$ cat config.mk
export PLATFORM = sky130hd
export DESIGN_NAME = vend_dispatch
export DESIGN_NICKNAME = d
export VERILOG_FILES = /design/src/rtl/vend_pkg.sv /design/src/rtl/vend_pulse_timer.sv /design/src/rtl/vend_dispatch.sv
export SDC_FILE = /design/constraint.sdc
export NUM_CORES = 1
export LEC_CHECK = 0
export ABC_AREA = 1
export CAP_MARGIN = 20
export CORE_ASPECT_RATIO = 2
export CORE_UTILIZATION = 43
export DETAILED_ROUTE_END_ITERATION = 12
export PLACE_DENSITY = 0.76
export REMOVE_ABC_BUFFERS = 1
export SETUP_SLACK_MARGIN = 0.02
export SYNTH_ARGS = -nofsm -noshare
export SYNTH_HDL_FRONTEND = slang
export SYNTH_SLANG_ARGS = --single-unit
export TNS_END_PERCENT = 20
$ cat constraint.sdc
create_clock -name clk -period 7.2 [get_ports clk]
set_input_delay 0.72 -clock clk [delete_from_list [all_inputs] [get_ports clk]]
set_output_delay 0.72 -clock clk [all_outputs]
set_load 0.05 [all_outputs]
$ cat src/rtl/vend_pkg.sv
// Shared types and constants for the vending transaction controller.
// The optional dispense timeout is enabled by defining DISP_TIMEOUT_EN.
package vend_pkg;

   typedef enum logic [1:0] {
      S_IDLE = 2'd0,
      S_DISP = 2'd1,
      S_WAIT = 2'd2,
      S_CHG  = 2'd3
   } state_t;

   localparam logic [1:0] CT_1  = 2'd0;
   localparam logic [1:0] CT_5  = 2'd1;
   localparam logic [1:0] CT_10 = 2'd2;

   localparam logic [3:0] CV_1  = 4'd1;
   localparam logic [3:0] CV_5  = 4'd5;
   localparam logic [3:0] CV_10 = 4'd10;

   localparam int PRICE_A_DEF    = 2;
   localparam int PRICE_B_DEF    = 6;
   localparam int STOCK_INIT_DEF = 8;
   localparam int PULSE_W_DEF    = 4;
   localparam int BAL_MAX_DEF    = 99;
   localparam int TMO_CYC        = 255;

   function automatic logic coin_ok(input logic [3:0] v);
      return (v == CV_1) || (v == CV_5) || (v == CV_10);
   endfunction

   // Greedy change selection: largest coin not exceeding the balance.
   function automatic logic [1:0] coin_type_of(input logic [7:0] bal);
      if (bal >= 8'(CV_10))     return CT_10;
      else if (bal >= 8'(CV_5)) return CT_5;
      else                      return CT_1;
   endfunction

   function automatic logic [7:0] coin_value_of(input logic [1:0] t);
      case (t)
         CT_10:   return 8'(CV_10);
         CT_5:    return 8'(CV_5);
         default: return 8'(CV_1);
      endcase
   endfunction

endpackage

$ cat src/rtl/vend_pulse_timer.sv
// Loadable down-counter; zero flags expiry. Times the actuator pulse and,
// when DISP_TIMEOUT_EN is defined, the dispense-complete timeout.
module vend_pulse_timer #(
   parameter int W = 8
) (
   input  logic         clk,
   input  logic         rst_n,
   input  logic         load,
   input  logic [W-1:0] load_val,
   input  logic         en,
   output logic         zero
);

   logic [W-1:0] cnt;

   always_ff @(posedge clk or negedge rst_n) begin
      if (!rst_n)                cnt <= '0;
      else if (load)             cnt <= load_val;
      else if (en && cnt != '0)  cnt <= cnt - 1'b1;
   end

   assign zero = (cnt == '0);

endmodule

$ cat src/rtl/vend_dispatch.sv
// Vending transaction controller: credit, purchase/refund arbitration, dispense
// sequencing and coin-by-coin change. Optional feature macro: DISP_TIMEOUT_EN.
module vend_dispatch
   import vend_pkg::*;
#(
   parameter int PRICE_A    = PRICE_A_DEF,
   parameter int PRICE_B    = PRICE_B_DEF,
   parameter int STOCK_INIT = STOCK_INIT_DEF,
   parameter int PULSE_W    = PULSE_W_DEF,
   parameter int BAL_MAX    = BAL_MAX_DEF
) (
   input  logic       clk,
   input  logic       rst_n,
   input  logic       coin_vld,
   input  logic [3:0] coin_val,
   input  logic       req_a,
   input  logic       req_b,
   input  logic       req_back,
   input  logic       refill,
   input  logic       act_done,
   input  logic       coin_rdy,
   output logic       put_a,
   output logic       put_b,
   output logic       coin_out_vld,
   output logic [1:0] coin_out_type,
   output logic       coin_rej,
   output logic       nack,
   output logic [7:0] balance,
   output logic       have_a,
   output logic       have_b,
   output logic       busy,
   output logic       err,
   output state_t     fsm_state
);

   state_t     state, state_n;
   logic [7:0] bal_n;
   logic [3:0] stock_a, stock_a_n, stock_b, stock_b_n;
   logic       sel_b, sel_b_n;
   logic       act_seen, act_seen_n;
   logic       coin_rej_n, nack_n;
   logic       tmr_load, tmr_en, tmr_zero;
   logic [7:0] tmr_val;
   logic [8:0] coin_sum;
   logic [7:0] chg_val;
`ifdef DISP_TIMEOUT_EN
   logic       err_q, err_n;
   logic [8:0] refund_sum;
`endif

   vend_pulse_timer #(.W(8)) u_timer (
      .clk      (clk),
      .rst_n    (rst_n),
      .load     (tmr_load),
      .load_val (tmr_val),
      .en       (tmr_en),
      .zero     (tmr_zero)
   );

   always_comb begin
      state_n    = state;
      bal_n      = balance;
      stock_a_n  = stock_a;
      stock_b_n  = stock_b;
      sel_b_n    = sel_b;
      act_seen_n = act_seen;
      coin_rej_n = 1'b0;
      nack_n     = 1'b0;
      tmr_load   = 1'b0;
      tmr_en     = 1'b0;
      tmr_val    = 8'(PULSE_W - 1);
      coin_sum   = 9'(balance) + 9'(coin_val);
      chg_val    = coin_value_of(coin_type_of(balance));
`ifdef DISP_TIMEOUT_EN
      err_n      = err_q;
      refund_sum = 9'(balance) + (sel_b ? 9'(PRICE_B) : 9'(PRICE_A));
`endif

      if (coin_vld) begin
         if (state == S_IDLE && coin_ok(coin_val) && coin_sum <= 9'(BAL_MAX))
            bal_n = coin_sum[7:0];
         else
            coin_rej_n = 1'b1;
      end

      case (state)
         S_IDLE: begin
            // Requests see the pre-coin balance; the price comes off bal_n so
            // a same-cycle coin is still credited.
            if (refill) begin
               stock_a_n = 4'(STOCK_INIT);
               stock_b_n = 4'(STOCK_INIT);
            end else if (req_back) begin
               if (balance == 8'd0) nack_n  = 1'b1;
               else                 state_n = S_CHG;
            end else if (req_b) begin
               if (balance >= 8'(PRICE_B) && stock_b != 4'd0) begin
                  bal_n      = bal_n - 8'(PRICE_B);
                  sel_b_n    = 1'b1;
                  act_seen_n = 1'b0;
                  tmr_load   = 1'b1;
                  state_n    = S_DISP;
               end else nack_n = 1'b1;
            end else if (req_a) begin
               if (balance >= 8'(PRICE_A) && stock_a != 4'd0) begin
                  bal_n      = bal_n - 8'(PRICE_A);
                  sel_b_n    = 1'b0;
                  act_seen_n = 1'b0;
                  tmr_load   = 1'b1;
                  state_n    = S_DISP;
               end else nack_n = 1'b1;
            end
         end
         S_DISP: begin
            tmr_en = 1'b1;
            if (act_done) act_seen_n = 1'b1;
            if (tmr_zero) begin
               state_n  = S_WAIT;
               tmr_load = 1'b1;
               tmr_val  = 8'(TMO_CYC - 1);
            end
         end
         S_WAIT: begin
            if (act_done || act_seen) begin
               if (sel_b) stock_b_n = stock_b - 4'd1;
               else       stock_a_n = stock_a - 4'd1;
               act_seen_n = 1'b0;
               state_n    = S_IDLE;
            end
`ifdef DISP_TIMEOUT_EN
            else begin
               tmr_en = 1'b1;
               if (tmr_zero) begin
                  bal_n   = (refund_sum > 9'(BAL_MAX)) ? 8'(BAL_MAX) : refund_sum[7:0];
                  err_n   = 1'b1;
                  state_n = S_IDLE;
               end
            end
`endif
         end
         S_CHG: begin
            // coin_out_vld/coin_out_type hold steady until the hopper raises
            // coin_rdy; a coin transfers on a cycle where both are high.
            if (coin_rdy) begin
               bal_n = balance - chg_val;
               if (bal_n == 8'd0) state_n = S_IDLE;
            end
         end
         default: state_n = S_IDLE;
      endcase
   end

   always_ff @(posedge clk or negedge rst_n) begin
      if (!rst_n) begin
         state    <= S_IDLE;
         balance  <= 8'd0;
         stock_a  <= 4'(STOCK_INIT);
         stock_b  <= 4'(STOCK_INIT);
         sel_b    <= 1'b0;
         act_seen <= 1'b0;
         coin_rej <= 1'b0;
         nack     <= 1'b0;
      end else begin
         state    <= state_n;
         balance  <= bal_n;
         stock_a  <= stock_a_n;
         stock_b  <= stock_b_n;
         sel_b    <= sel_b_n;
         act_seen <= act_seen_n;
         coin_rej <= coin_rej_n;
         nack     <= nack_n;
      end
   end

`ifdef DISP_TIMEOUT_EN
   always_ff @(posedge clk or negedge rst_n) begin
      if (!rst_n) err_q <= 1'b0;
      else        err_q <= err_n;
   end
   assign err = err_q;
`else
   assign err = 1'b0;
`endif

   assign put_a         = (state == S_DISP) && !sel_b;
   assign put_b         = (state == S_DISP) && sel_b;
   assign coin_out_vld  = (state == S_CHG);
   assign coin_out_type = coin_type_of(balance);
   assign have_a        = (stock_a != 4'd0);
   assign have_b        = (stock_b != 4'd0);
   assign busy          = (state != S_IDLE);
   assign fsm_state     = state;

endmodule
Word-level counts from Yosys, hierarchy flattened. Cells that the tools add are included.

Register bits after elaboration: 30. Input bits: 13. Output and inout bits: 21.

$add $sub $neg: 7. $lt $le $gt $ge: 5. Equal/unequal tests: 26. Mux-type cells: 66. Bitwise operators: 2. Reduce and logical (&&, ||, !) cells: 29.

Operators by type and width (count): 2-to-1 mux 8 bit (13); 2-to-1 mux 1 bit (29); logical NOT 8 bit (3); 2-to-1 mux 2 bit (12); one-hot mux 4 bit (2 select lines) (3); 2-to-1 mux 4 bit (5); inequality test 2 bit, second input constant (9); >= comparator 8 x 3 -> 1 bit, second input constant (2); one-hot mux 8 bit (2 select lines) (1); nonzero test 2 bit (5); adder 8 x 4 -> 9 bit (1); less-or-equal comparator 9 x 7 -> 1 bit, second input constant (1); AND reduction 9 bit (1); >= comparator 8 x 2 -> 1 bit, second input constant (1); >= comparator 8 x 4 -> 1 bit, second input constant (1); inequality test 4 x 3 -> 1 bit, second input constant (2); one-hot mux 2 bit (4 select lines) (1); AND reduction 4 bit (2); AND reduction 8 bit (1); nonzero test 4 bit (2); nonzero test 8 bit (1); subtractor 4 x 1 -> 4 bit, second input constant (2); subtractor 8 x 1 -> 8 bit, second input constant (1); subtractor 8 x 2 -> 8 bit, second input constant (1); other kinds (20) (35).

Logic depth before layout (Yosys ltp). Gate-level depths: netlist of the first run.

Depth after elaboration: 14. Depth in mapped cells: 22.

Modules after synthesis. From an unflattened synthesis of the first run, not the netlist that was laid out.

Cells, all modules: 443. Area, all modules: 2927.8 µm².

Modules (own cells, without submodules): vend_dispatch (times used 1, cells each 350, area each 2331.0 µm², sequential area each 553.0 µm²); vend_pulse_timer (times used 1, cells each 93, area each 596.8 µm², sequential area each 200.2 µm²).

Worst setup path before layout of the first run. OpenSTA, ideal clock, no wires.

Kind: reg-to-reg. Start: register balance[1]. End: register state[1] (netlist: fsm_state[1]). Arrival: 3.911 ns. Data required time: 7.072 ns. Path slack: 3.161 ns. Cell stages (with the launch flop): 15. Buffers on the path: 0. Clock period less this slack: 4.039 ns. Cell sequence: dfrtp_1 -> nor2_1 -> o21ai_0 -> inv_1 -> ha_1 -> inv_1 -> fa_1 -> inv_1 -> nand3_1 -> nor2_1 -> nand2_1 -> o21ai_0 -> nand4_1 -> a211oi_1 -> a21oi_1.

RTL lines: start: declaration (RTL line vend_dispatch.sv:28) `output logic [7:0] balance,`; start signal: assignment (RTL line vend_dispatch.sv:165) `balance <= bal_n;`; >= comparator 8 x 4 -> 1 bit (*); 2-to-1 mux 2 bit (*); named net coin_out_type[1] (RTL line vend_dispatch.sv:25) `output logic [1:0] coin_out_type,`; == test 2 x 1 -> 1 bit or == test 2 bit (tied branches) (RTL line vend_pkg.sv:39) `case (t)`; one-hot mux 4 bit (2 select lines) (*) (RTL line vend_pkg.sv:39); subtractor 8 bit (*) (RTL line vend_dispatch.sv:145) `bal_n = balance - chg_val;`; logical NOT 8 bit (*) (RTL line vend_dispatch.sv:146) `if (bal_n == 8'd0) state_n = S_IDLE;`; inequality test 2 x 1 -> 1 bit (no line) (*); AND reduction 9 bit (no line) (*); end signal: assignment (RTL line vend_dispatch.sv:164) `state <= state_n;`; end: declaration (RTL line vend_dispatch.sv:36) `state_t state, state_n;`.

Mark *: on every way through the listed nets, which the timed path passes. The rest lies on a longest branch. A chain may end at the register's enable or synchronous reset.

Worst setup path after layout of the first run.
Start: input coin_val[0]. End: register balance[7].

Longest elaborated chain between the ends: 14.

Ends and longest elaborated chain: start: declaration (RTL line vend_dispatch.sv:15) `input logic [3:0] coin_val,`; parallel branches: the longest is 5 deep, another holds adder 8 x 4 -> 9 bit; 2-to-1 mux 8 bit (*) (RTL line vend_dispatch.sv:80) `if (state == S_IDLE && coin_ok(coin_val) && coin_sum <= 9'(BAL_MAX))`; 2-to-1 mux 8 bit (*) (RTL line vend_dispatch.sv:79) `if (coin_vld) begin`; subtractor 8 x 2 -> 8 bit (RTL line vend_dispatch.sv:106) `bal_n = bal_n - 8'(PRICE_A);`; 2-to-1 mux 8 bit (RTL line vend_dispatch.sv:105) `if (balance >= 8'(PRICE_A) && stock_a != 4'd0) begin`; 2-to-1 mux 8 bit (RTL line vend_dispatch.sv:104) `end else if (req_a) begin`; 2-to-1 mux 8 bit (RTL line vend_dispatch.sv:96) `end else if (req_b) begin`; 2-to-1 mux 8 bit (RTL line vend_dispatch.sv:93) `end else if (req_back) begin`; 2-to-1 mux 8 bit (RTL line vend_dispatch.sv:90) `if (refill) begin`; one-hot mux 8 bit (2 select lines) (*) (RTL line vend_dispatch.sv:86) `case (state)`; named net bal_n[7] (RTL line vend_dispatch.sv:37) `logic [7:0] bal_n;`.

Mark *: on every way through the listed nets, which the timed path passes.

==> qor.yml, run 1 <==
timing:
  final.setup.worst_slack_ps: 3470
  timing.final.crit_period_ps: 3730
  hold_viol_final: 0
  highest_achievable_clock_rate_ghz: 0.268
  tightest_slew_ps: 504
  timing.clock.skew_ps: 4.05
  setup_viol: 0
  finalMaxSlewViolations: 0
  post-route-period-util: 0.518
  fin_tns_setup_ps: 0
  headroom_to_the_max_slew_limit: 0.663
  grt_setup_unrepaired: "no"
synthesis:
  syn_area_um2: 2800
  post-synth-top-area-fraction: 0.250
  yosysTopAreaCell: "dfrtp_1"
  ys.flop_type: "dfrtp_1"
  synth_enable_flop_cells: 0
  ys_types: 50
  async_flop_share: 1.00
  synthTopCellsByArea: "dfrtp_1, nand2_1, ha_1, inv_1, nand3_1"
  ys_seq_area_frac: 0.269
  synth_most_common_cell: "nand2_1"
  synth_commonest_cells: "nand2_1, inv_1, nor2_1, nand3_1, dfrtp_1"
  syn_avg_cell_area_um2: 6.98
  yosysWarningCount: 0
  post_synth_inst_count: 401
  yosys_register_bits: 30
route:
  drt_iter0_markers: 130
  vias: 2802
  drc_errors: 0
  routed_wirelength_um: 7480
  via_cell_ratio: 5.39
  wl_per_cell_um: 14.4
  drt_pass1_iterations: 5
  ant_nets: 0
setup_path:
  criticalPathCategory: "in -> reg"
  critPathLaunch: "coin_val[0]"
  worst_setup_path_start_kind: "primary input"
  timing.critical_path.fanout_max: 7
  ff2ff_setup_slack_ps: 3760
  cp_data_required_time_ps: 7370
  timing.rr.start: "fsm_state[1]"
  rr_endpoint: "balance[7]"
  critical_path.endpoint_type: "flip-flop"
  reg2regPathDepth: 18
  critPathArrivalTime_ps: 3900
die:
  num_io_pins: 34
  coreArea_um2: 6310
  start_util: 0.444
  die-area_um2: 6860
  die_x_um: 59.1
  die_height_um: 116
  num_rows: 41
clock_network:
  clock_insertion_delay_worst_skew_ps: 280
  clkSlewWorstSetupHoldPaths_ps: 50
  cts.htree.levels: 2
  post_cts_resize_count: 0
  postCtsSetupBuffers: 0
  tritoncts_clock_tree: "built"
  hold_buffers: 0
  numCtsBuffers: 5
  clock_tree.root_cell: "clkbuf_16"
  clock_path_buffers: 2
  cts.sink_count: 30
power_and_ir_drop:
  peak_vdd_ir_v: 0.000300
  p_clk_frac: 0.121
  intPower_uw: 739
  power.share.sequential: 0.201
  power.leakage_nw: 1.65
  p_per_area_nw_per_um2: 493
  power.switching_uw: 902
  pwr-share-comb: 0.678
  switching_part_of_the_total_power: 0.550
global_route:
  overflow: 0
  grt_start_max_net_pins: 31
  grt_pass1_vias: 2733
  global_route_wire_length_before_repair_um: 12400
  grt_antenna_before_repair: 0
  grt_usage: 0.244
cells_and_area:
  final_nets: 468
  multi_input_comb_area_um2: 1750
  area.growth.synth_to_final_pct: 18.9
  register_area_um2: 753
  ant_diodes: 0
  layout_filler_cell_count: 611
  drive_above_1_share: 0.106
hold_path:
  hold_path.class: "reg -> reg"
  whs_path_cells: 2
  hold_path_startpoint: "act_seen"
  whs_endpoint: "act_seen"
placed_design:
  pre_cts_slack_ps: 3220
  port-buffer-count: 32
  detailed_place_hpwl_um: 5970
  place_congestion: 0.989
run:
  maxCapViolations: 0
outcome:
  outcome: "finished clean"
-- power groups by stage --
stage          Clock, mW  Combinational [mW]  Sequential (mW)
2_1_floorplan          0               0.740            0.402
3_3_place_gp           0                1.08            0.331
3_5_place_dp           0                1.10            0.333
4_1_cts            0.205                1.11            0.330
5_1_grt            0.210                1.24            0.341
6_report           0.198                1.11            0.331
-- per-stage QoR --
step           total power, mW  hold slack (ps)  cells  utilization  instance area [um^2]
4_1_cts                   1.65              498    520        0.528                  3330
5_1_grt                   1.79              525    520        0.528                  3330
6_report                  1.64              493    520        0.528                  3330
3_5_place_dp              1.44              485    513        0.507                  3200
2_1_floorplan             1.14              424    394            -                  2760
3_3_place_gp              1.41              474    513        0.507                  3200
-- per-layer routing --
metal	track usage	part of all wire	wire length, um	up-vias
li1	-	-	-	1381
met5	0	0	0	-
met1	0.234	0.35	2590	1309
met4	0.165	0.056	416	0
met3	0.0277	0.032	236	32
met2	0.462	0.57	4240	80
-- worst max-delay path by stage --
stage               slack, ps           end  cells after the start
CTS                      3510    balance[7]                     21
floorplan                3160  fsm_state[1]                     14
global placement         3320    balance[7]                     23
global route             3190    balance[5]                     21
finish                   3470    balance[7]                     22
detailed placement       3220    balance[7]                     21
-- sequential cells by signal, summed over array words and instances, names as in the netlist --
register / count
act_seen: 1
stock_b: 4
nack: 1
coin_rej: 1
sel_b: 1
fsm_state: 2
u_timer.cnt: 8
stock_a: 4
balance: 8
-- worst max-delay path, cell delays in order --
cell and delay (ps):
clkdlybuf4s50_1 510, ha_1 170, inv_1 50, fa_1 390, nand3b_1 210, nand2_2 120, nand2_1 60, nand2_1 120
nand3b_2 110, nand2_4 120, nand3_4 110, nand2_2 100, nand2_4 80, ha_1 200, nand2_1 60, o21ai_0 100
nor2_2 160, nand3_1 170, inv_1 120, nand4_1 80, nand3_1 90, a21oi_2 50
-- cell type report --
| cell class | count | share of cell area |
|---|---|---|
| inverter | 68 | 0.0767 |
| multi-input combinational | 296 | 0.526 |
| clock buffer | 7 | 0.0398 |
| timing repair buffer | 33 | 0.0985 |
| tap | 86 | 0.0323 |
| sequential | 30 | 0.226 |
-- placed cells by master (no fill, tap or decap), types with 9 or more instances in the layout --
cell / instances
o21ai_0: 23
nand3_1: 34
clkdlybuf4s50_1: 32
nor3_1: 10
nand2_1: 82
a21oi_1: 11
nand2_2: 10
nor2_1: 36
dfrtp_1: 28
ha_1: 19
nand4_1: 9
inv_1: 63
-- logic make-up after synthesis --
family,Yosys count,share of synthesized area
other,1,0.00134
buffers and inverters,75,0.105
adders and majority gates,21,0.0992
xor gates and xnor gates,7,0.0219
and+or+nand+nor,202,0.356
DFF,30,0.269
AOI/OAI and AO/OA,65,0.147
Note: power is estimated with default switching activity, not from simulation.
==> run 2: changes to the inputs <==
--- a/config.mk
+++ b/config.mk
@@ -10,7 +10,7 @@
 export CORE_ASPECT_RATIO = 2
 export CORE_UTILIZATION = 43
 export DETAILED_ROUTE_END_ITERATION = 12
-export PLACE_DENSITY = 0.76
+export PLACE_DENSITY = 0.79
 export REMOVE_ABC_BUFFERS = 1
 export SETUP_SLACK_MARGIN = 0.02
 export SYNTH_ARGS = -nofsm -noshare
==> constraint.sdc (replaced) <==
create_clock -name clk -period 3 [get_ports clk]
set_input_delay 0.3 -clock clk [delete_from_list [all_inputs] [get_ports clk]]
set_output_delay 0.3 -clock clk [all_outputs]
set_load 0.05 [all_outputs]
==> run 2 against run 1 <==
Compared with the run above: die area is the same; first-iteration DRC count shrank 12%; final area increased by 9.9%; setup slack worse by 3400 ps; largest cell class unchanged; wire length up 9.0%; clock skew up 2.5 ps; global-route usage rose by 1.7 points; combinational power grew to 2.8 times the previous value.
==> qor.yml, run 2 (same netlist as run 1, synthesis figures left out) <==
outcome:
  outcome: "finished clean"
timing:
  post-route-period-util: 0.964
  headroom_to_the_max_slew_limit: 0.664  # +0.000843
  final.setup.worst_slack_ps: 109  # -3360 ps
  hold_viol_final: 0  # unchanged
  finalMaxSlewViolations: 0  # unchanged
  timing.final.crit_period_ps: 2890
  setup_viol: 0  # unchanged
  highest_achievable_clock_rate_ghz: 0.346
  tightest_slew_ps: 503  # -1.26 ps
  grt_setup_unrepaired: "yes"
  timing.clock.skew_ps: 6.55  # +2.50 ps
global_route:
  grt_usage: 0.260  # +0.0166
  global_route_wire_length_before_repair_um: 13200  # +5.9%
  grt_antenna_before_repair: 0  # unchanged
  grt_start_max_net_pins: 31  # unchanged
  overflow: 0  # unchanged
  grt_pass1_vias: 3037  # +11%
die:
  die-area_um2: 6860  # unchanged
  die_x_um: 59.1  # unchanged
  start_util: 0.444  # unchanged
  num_rows: 41  # unchanged
  die_height_um: 116  # unchanged
  num_io_pins: 34  # unchanged
  coreArea_um2: 6310  # unchanged
clock_network:
  clock_path_buffers: 2  # unchanged
  cts.sink_count: 30  # unchanged
  tritoncts_clock_tree: "built"
  numCtsBuffers: 5  # unchanged
  hold_buffers: 0  # unchanged
  clock_tree.root_cell: "clkbuf_16"
  cts.htree.levels: 2  # unchanged
  clock_insertion_delay_worst_skew_ps: 280  # about the same
  clkSlewWorstSetupHoldPaths_ps: 50  # about the same
cells_and_area:
  area.growth.synth_to_final_pct: 30.7
  layout_commonest_cell: "nand2_1"
  final_core_util: 0.580  # +0.0524
  final_design_area_no_fill_um2: 3660  # +9.9%
  ant_diodes: 0  # unchanged
  drive_above_1_share: 0.207  # +0.101
  final_nets: 507  # +8.3%
  finalNonFillerCells: 560  # +7.7%
  layout_filler_cell_count: 591  # -3.3%
  register_area_um2: 754  # +0.17%
  multi_input_comb_area_um2: 1780  # +1.8%
  highest_count_cells_in_the_layout_ignoring_fill_and_taps: "nand2_1, inv_1, buf_4, nor2_1, nand3_1"
  largest_registers: "balance x8, u_timer.cnt x8"
setup_path:
  cp_data_required_time_ps: 3210  # -4160 ps
  critical_path.endpoint_type: "flip-flop"
  timing.rr.start: "balance[0]"
  critPathArrivalTime_ps: 3110  # -790 ps
  reg2regPathDepth: 20  # +2
  criticalPathCategory: "reg -> reg"
  cpMostUsedCell: "nand2_2"
  worst_setup_path_start_kind: "flip-flop"
  critPathLaunch: "balance[0]"
  timing.critical_path.fanout_max: 5  # -2
  cells_along_the_critical_path: "ha_2, inv_1, fa_2, nand3b_1, nand2_2, nand2_1, nand2_2, nand2_2, nor2_4, nand2_4, nand4_1, nand2_4, ha_1, nand2_1, o21ai_2, nor2_2, nand3_2, o21ai_1, nand3_1, a21oi_2"
  crit_path_top_delay_cell: "dfrtp_1"
  slowest_delay_ps: 370  # -140 ps
placed_design:
  post-place-cells: 548  # +6.8%
  port-buffer-count: 32  # unchanged
  place_congestion: 0.987  # -0.17%
  detailed_place_hpwl_um: 6470  # +8.4%
  placement.cell_area_um2: 3460  # +8.2%
  pre_cts_slack_ps: -527  # -3750 ps
run:
  maxCapViolations: 0  # unchanged
route:
  vias: 2996  # +6.9%
  drt_pass1_iterations: 4  # -1
  drt_iter0_markers: 114  # -12%
  ant_nets: 0  # unchanged
  drc_errors: 0  # unchanged
  via_cell_ratio: 5.35  # -0.71%
  wl_per_cell_um: 14.6  # +1.2%
  routed_wirelength_um: 8150  # +9.0%
power_and_ir_drop:
  p_per_area_nw_per_um2: 1190  # +140%
  peak_vdd_ir_v: 0.000633  # +110%
  finalPower_mw: 4.37  # +170%
  power.leakage_nw: 1.84  # +12%
hold_path:
  hold_path.class: "in -> async"
==> run 2: cell count changes in the layout (fill, tap and decap cells not counted), sizes merged <==
cell           previous run  this run
buf                       1        40
clkdlybuf4s50            32        30
clkbuf                    7         8
dlygate4sd2               0         1
dlymetal6s2s              0         1
==> run 2: layer usage <==
metal | vias up | wire [um] | track usage
met3 | 37 | 286 | 0.0321
met1 | 1398 | 2760 | 0.239
met5 | - | 0 | 0
met2 | 88 | 4560 | 0.483
met4 | 0 | 537 | 0.221
li1 | 1473 | - | -
==> run 2: worst paths after layout <==
| check | end | slack [ps] |
|---|---|---|
| setup / recovery | balance[7] | 110 |
| setup reg to reg | balance[7] | 110 |
| hold / removal | u_timer.cnt[1] | 410 |
| max in group asynchronous | stock_b[3] | 2250 |
| hold reg to reg | act_seen | 500 |
| min in group clk | act_seen | 500 |
==> run 2: cell type report <==
type                       instances  area share
inverter                          68      0.0697
sequential                        30       0.206
tap                               86      0.0294
clock buffer                       8      0.0373
multi-input combinational        296       0.488
timing repair buffer              72       0.170
==> run 2: repair_timing <==
action | in CTS | in global routing
buffers inserted | 1 | 3
endpoints found under the setup margin | 5 | 8
resized for setup | 6 | 14
pin swaps | 7 | 12
==> run 2: critical path: cells and delay by family, from the launching register on <==
family | cells | cell delay (ps)
adders and majority gates | 3 | 730
and+or+nand+nor | 13 | 1330
buffers and inverters | 1 | 50
DFF | 1 | 370
AOI/OAI and AO/OA | 3 | 350
==> run 2: stage by stage <==
stage | hold WS (ps) | setup TNS, ps
5_1_grt | 461 | -133
2_1_floorplan | 4.41 | -6930
3_3_place_gp | 475 | -1320
6_report | 411 | 0
4_1_cts | 422 | 0
3_5_place_dp | 482 | -2170
==> run 2: power by group <==
group	leakage (nW)	total, mW	internal, mW	switching, mW
sequential	0.374	0.745	0.593	0.152
combinational	1.40	3.15	1.17	1.98
clock	0.0652	0.478	0.307	0.171
total	1.84	4.37	2.07	2.30
==> run 3: changes to the inputs <==
--- a/config.mk
+++ b/config.mk
@@ -11,7 +11,6 @@
 export CORE_UTILIZATION = 43
 export DETAILED_ROUTE_END_ITERATION = 12
 export PLACE_DENSITY = 0.79
-export REMOVE_ABC_BUFFERS = 1
 export SETUP_SLACK_MARGIN = 0.02
 export SYNTH_ARGS = -nofsm -noshare
 export SYNTH_HDL_FRONTEND = slang
==> run 3 against run 2 <==
Compared with the run above: via count shrank 0.93%; non-clock buffer count fell by 2; register-to-register slack is essentially flat; clock power is 4.4% higher; critical endpoint unchanged.
==> qor.yml, run 3 (same netlist as run 1, synthesis figures left out) <==
setup_path:
  criticalPathCategory: "reg -> reg"
  cp_data_required_time_ps: 3170  # -40 ps
  cells_along_the_critical_path: "ha_4, inv_1, fa_2, nand3b_1, nand2_2, nand2_1, nand2_2, nand2_2, nor2_4, nand2_4, nand4_1, nand2_4, ha_1, nand2_1, o21ai_2, nor2_2, nand3_2, inv_2, nand4_1, nand3_2, a21oi_2"
  worst_setup_path_start_kind: "flip-flop"
  timing.critical_path.fanout_max: 6  # +1
  critPathArrivalTime_ps: 3080  # -30 ps
  critical_path.endpoint_type: "flip-flop"
  cpMostUsedCell: "nand2_2"
  slowest_delay_ps: 400  # +30 ps
  crit_path_top_delay_cell: "dfrtp_2"
route:
  ant_nets: 0  # unchanged
  vias: 2968  # -0.93%
  drc_errors: 0  # unchanged
  wl_per_cell_um: 14.6  # +0.22%
  routed_wirelength_um: 8140  # -0.13%
  drt_iter0_markers: 136  # +19%
  via_cell_ratio: 5.32  # -0.58%
  drt_pass1_iterations: 4  # unchanged
clock_network:
  cts.htree.levels: 2  # unchanged
  cts.sink_count: 30  # unchanged
  numCtsBuffers: 5  # unchanged
  tritoncts_clock_tree: "built"
  clock_path_buffers: 2  # unchanged
  hold_buffers: 0  # unchanged
  clock_tree.root_cell: "clkbuf_16"
  clkSlewWorstSetupHoldPaths_ps: 50  # about the same
  clock_insertion_delay_worst_skew_ps: 280  # about the same
cells_and_area:
  highest_count_cells_in_the_layout_ignoring_fill_and_taps: "nand2_1, inv_1, buf_4, nor2_1, clkdlybuf4s50_1"
  area.growth.synth_to_final_pct: 33.0
  finalNonFillerCells: 558  # -0.36%
  final_nets: 505  # -0.39%
  layout_commonest_cell: "nand2_1"
  drive_above_1_share: 0.244  # +0.0369
  ant_diodes: 0  # unchanged
  largest_registers: "balance x8, u_timer.cnt x8"
global_route:
  grt_antenna_before_repair: 0  # unchanged
  grt_pass1_vias: 3075  # +1.3%
  grt_usage: 0.258  # -0.00273
  grt_start_max_net_pins: 31  # unchanged
  overflow: 0  # unchanged
  global_route_wire_length_before_repair_um: 13000  # -0.95%
timing:
  tightest_slew_ps: 502  # -0.633 ps
  hold_viol_final: 0  # unchanged
  finalMaxSlewViolations: 0  # unchanged
  highest_achievable_clock_rate_ghz: 0.344  # -0.47%
  post-route-period-util: 0.968  # +0.00453
  final.setup.worst_slack_ps: 95.0  # -13.6 ps
  timing.final.crit_period_ps: 2900  # +13.6 ps
  setup_viol: 0  # unchanged
  headroom_to_the_max_slew_limit: 0.664  # about the same
  timing.clock.skew_ps: 4.92  # -1.63 ps
  grt_setup_unrepaired: "yes"
hold_path:
  hold_path.class: "in -> async"
die:
  start_util: 0.444  # unchanged
  num_rows: 41  # unchanged
  die_height_um: 116  # unchanged
  num_io_pins: 34  # unchanged
  die-area_um2: 6860  # unchanged
  coreArea_um2: 6310  # unchanged
  die_x_um: 59.1  # unchanged
placed_design:
  pre_cts_slack_ps: -436  # +90.1 ps
  detailed_place_hpwl_um: 6470  # about the same
  place_congestion: 0.951  # -3.7%
  post-place-cells: 548  # unchanged
  port-buffer-count: 32  # unchanged
power_and_ir_drop:
  power.leakage_nw: 1.84  # -0.33%
  peak_vdd_ir_v: 0.000655  # +3.5%
  p_per_area_nw_per_um2: 1190  # -0.32%
  finalPower_mw: 4.43  # +1.5%
outcome:
  outcome: "finished clean"
synthesis:
  postSynthNetCount: 435
run:
  maxCapViolations: 0  # unchanged
## run 3: layout make-up
type | count | area [um^2]
Clock buffer | 7 | 143
Clock inverter | 1 | 5.00
Fill cell | 580 | 2580
Inverter | 68 | 255
Multi-Input combinational cell | 296 | 1850
Sequential cell | 30 | 762
Tap cell | 86 | 108
Timing Repair Buffer | 70 | 607
## run 3: where the power goes
group	internal [mW]	total [mW]	switching, mW
logic	1.17	3.18	2.01
clock network	0.327	0.499	0.171
registers	0.599	0.759	0.160
total	2.09	4.43	2.34
## run 3: stage by stage
stage	util	TNS [ps]	cell area, um^2	hold slack [ps]
floorplan	-	0	2840	4.41
global placement	0.554	-1150	3500	475
finish	0.590	0	3720	404
global route	0.590	-162	3720	447
detailed placement	0.554	-1800	3500	486
CTS	0.578	0	3650	422
## run 3: path summary, 6_finish.rpt
path / start / endpoint / slack (ps) / cells past startpoint
hold reg to reg: stock_b[3] / stock_b[3] / 500 / 2
setup / recovery: balance[0] / balance[7] / 100 / 21
min in group clk: stock_b[3] / stock_b[3] / 500 / 2
hold / removal: rst_n / u_timer.cnt[3] / 400 / 2
setup reg to reg: balance[0] / balance[7] / 100 / 21
max in group asynchronous: rst_n / stock_b[3] / 2260 / 2
## run 3: layer usage
metal,global-route usage,share of wire
met4,0.221,0.072
met1,0.229,0.33
met2,0.480,0.56
met5,0,0
met3,0.0388,0.035
## run 3: critical path, delay by kind of cell, from the launching register on
kind | cells | cell delay (ps)
AO/OA/AOI/OAI | 2 | 110
adder cells (fa/ha/maj) | 3 | 660
buffers and inverters | 2 | 120
flip-flops | 1 | 400
AND/OR/NAND/NOR | 14 | 1500
## run 3: repair_timing
item,4_1_cts,5_1_grt
buffers inserted,0,2
endpoints found under the setup margin,3,7
pin swaps,1,9
gates resized for setup,2,24
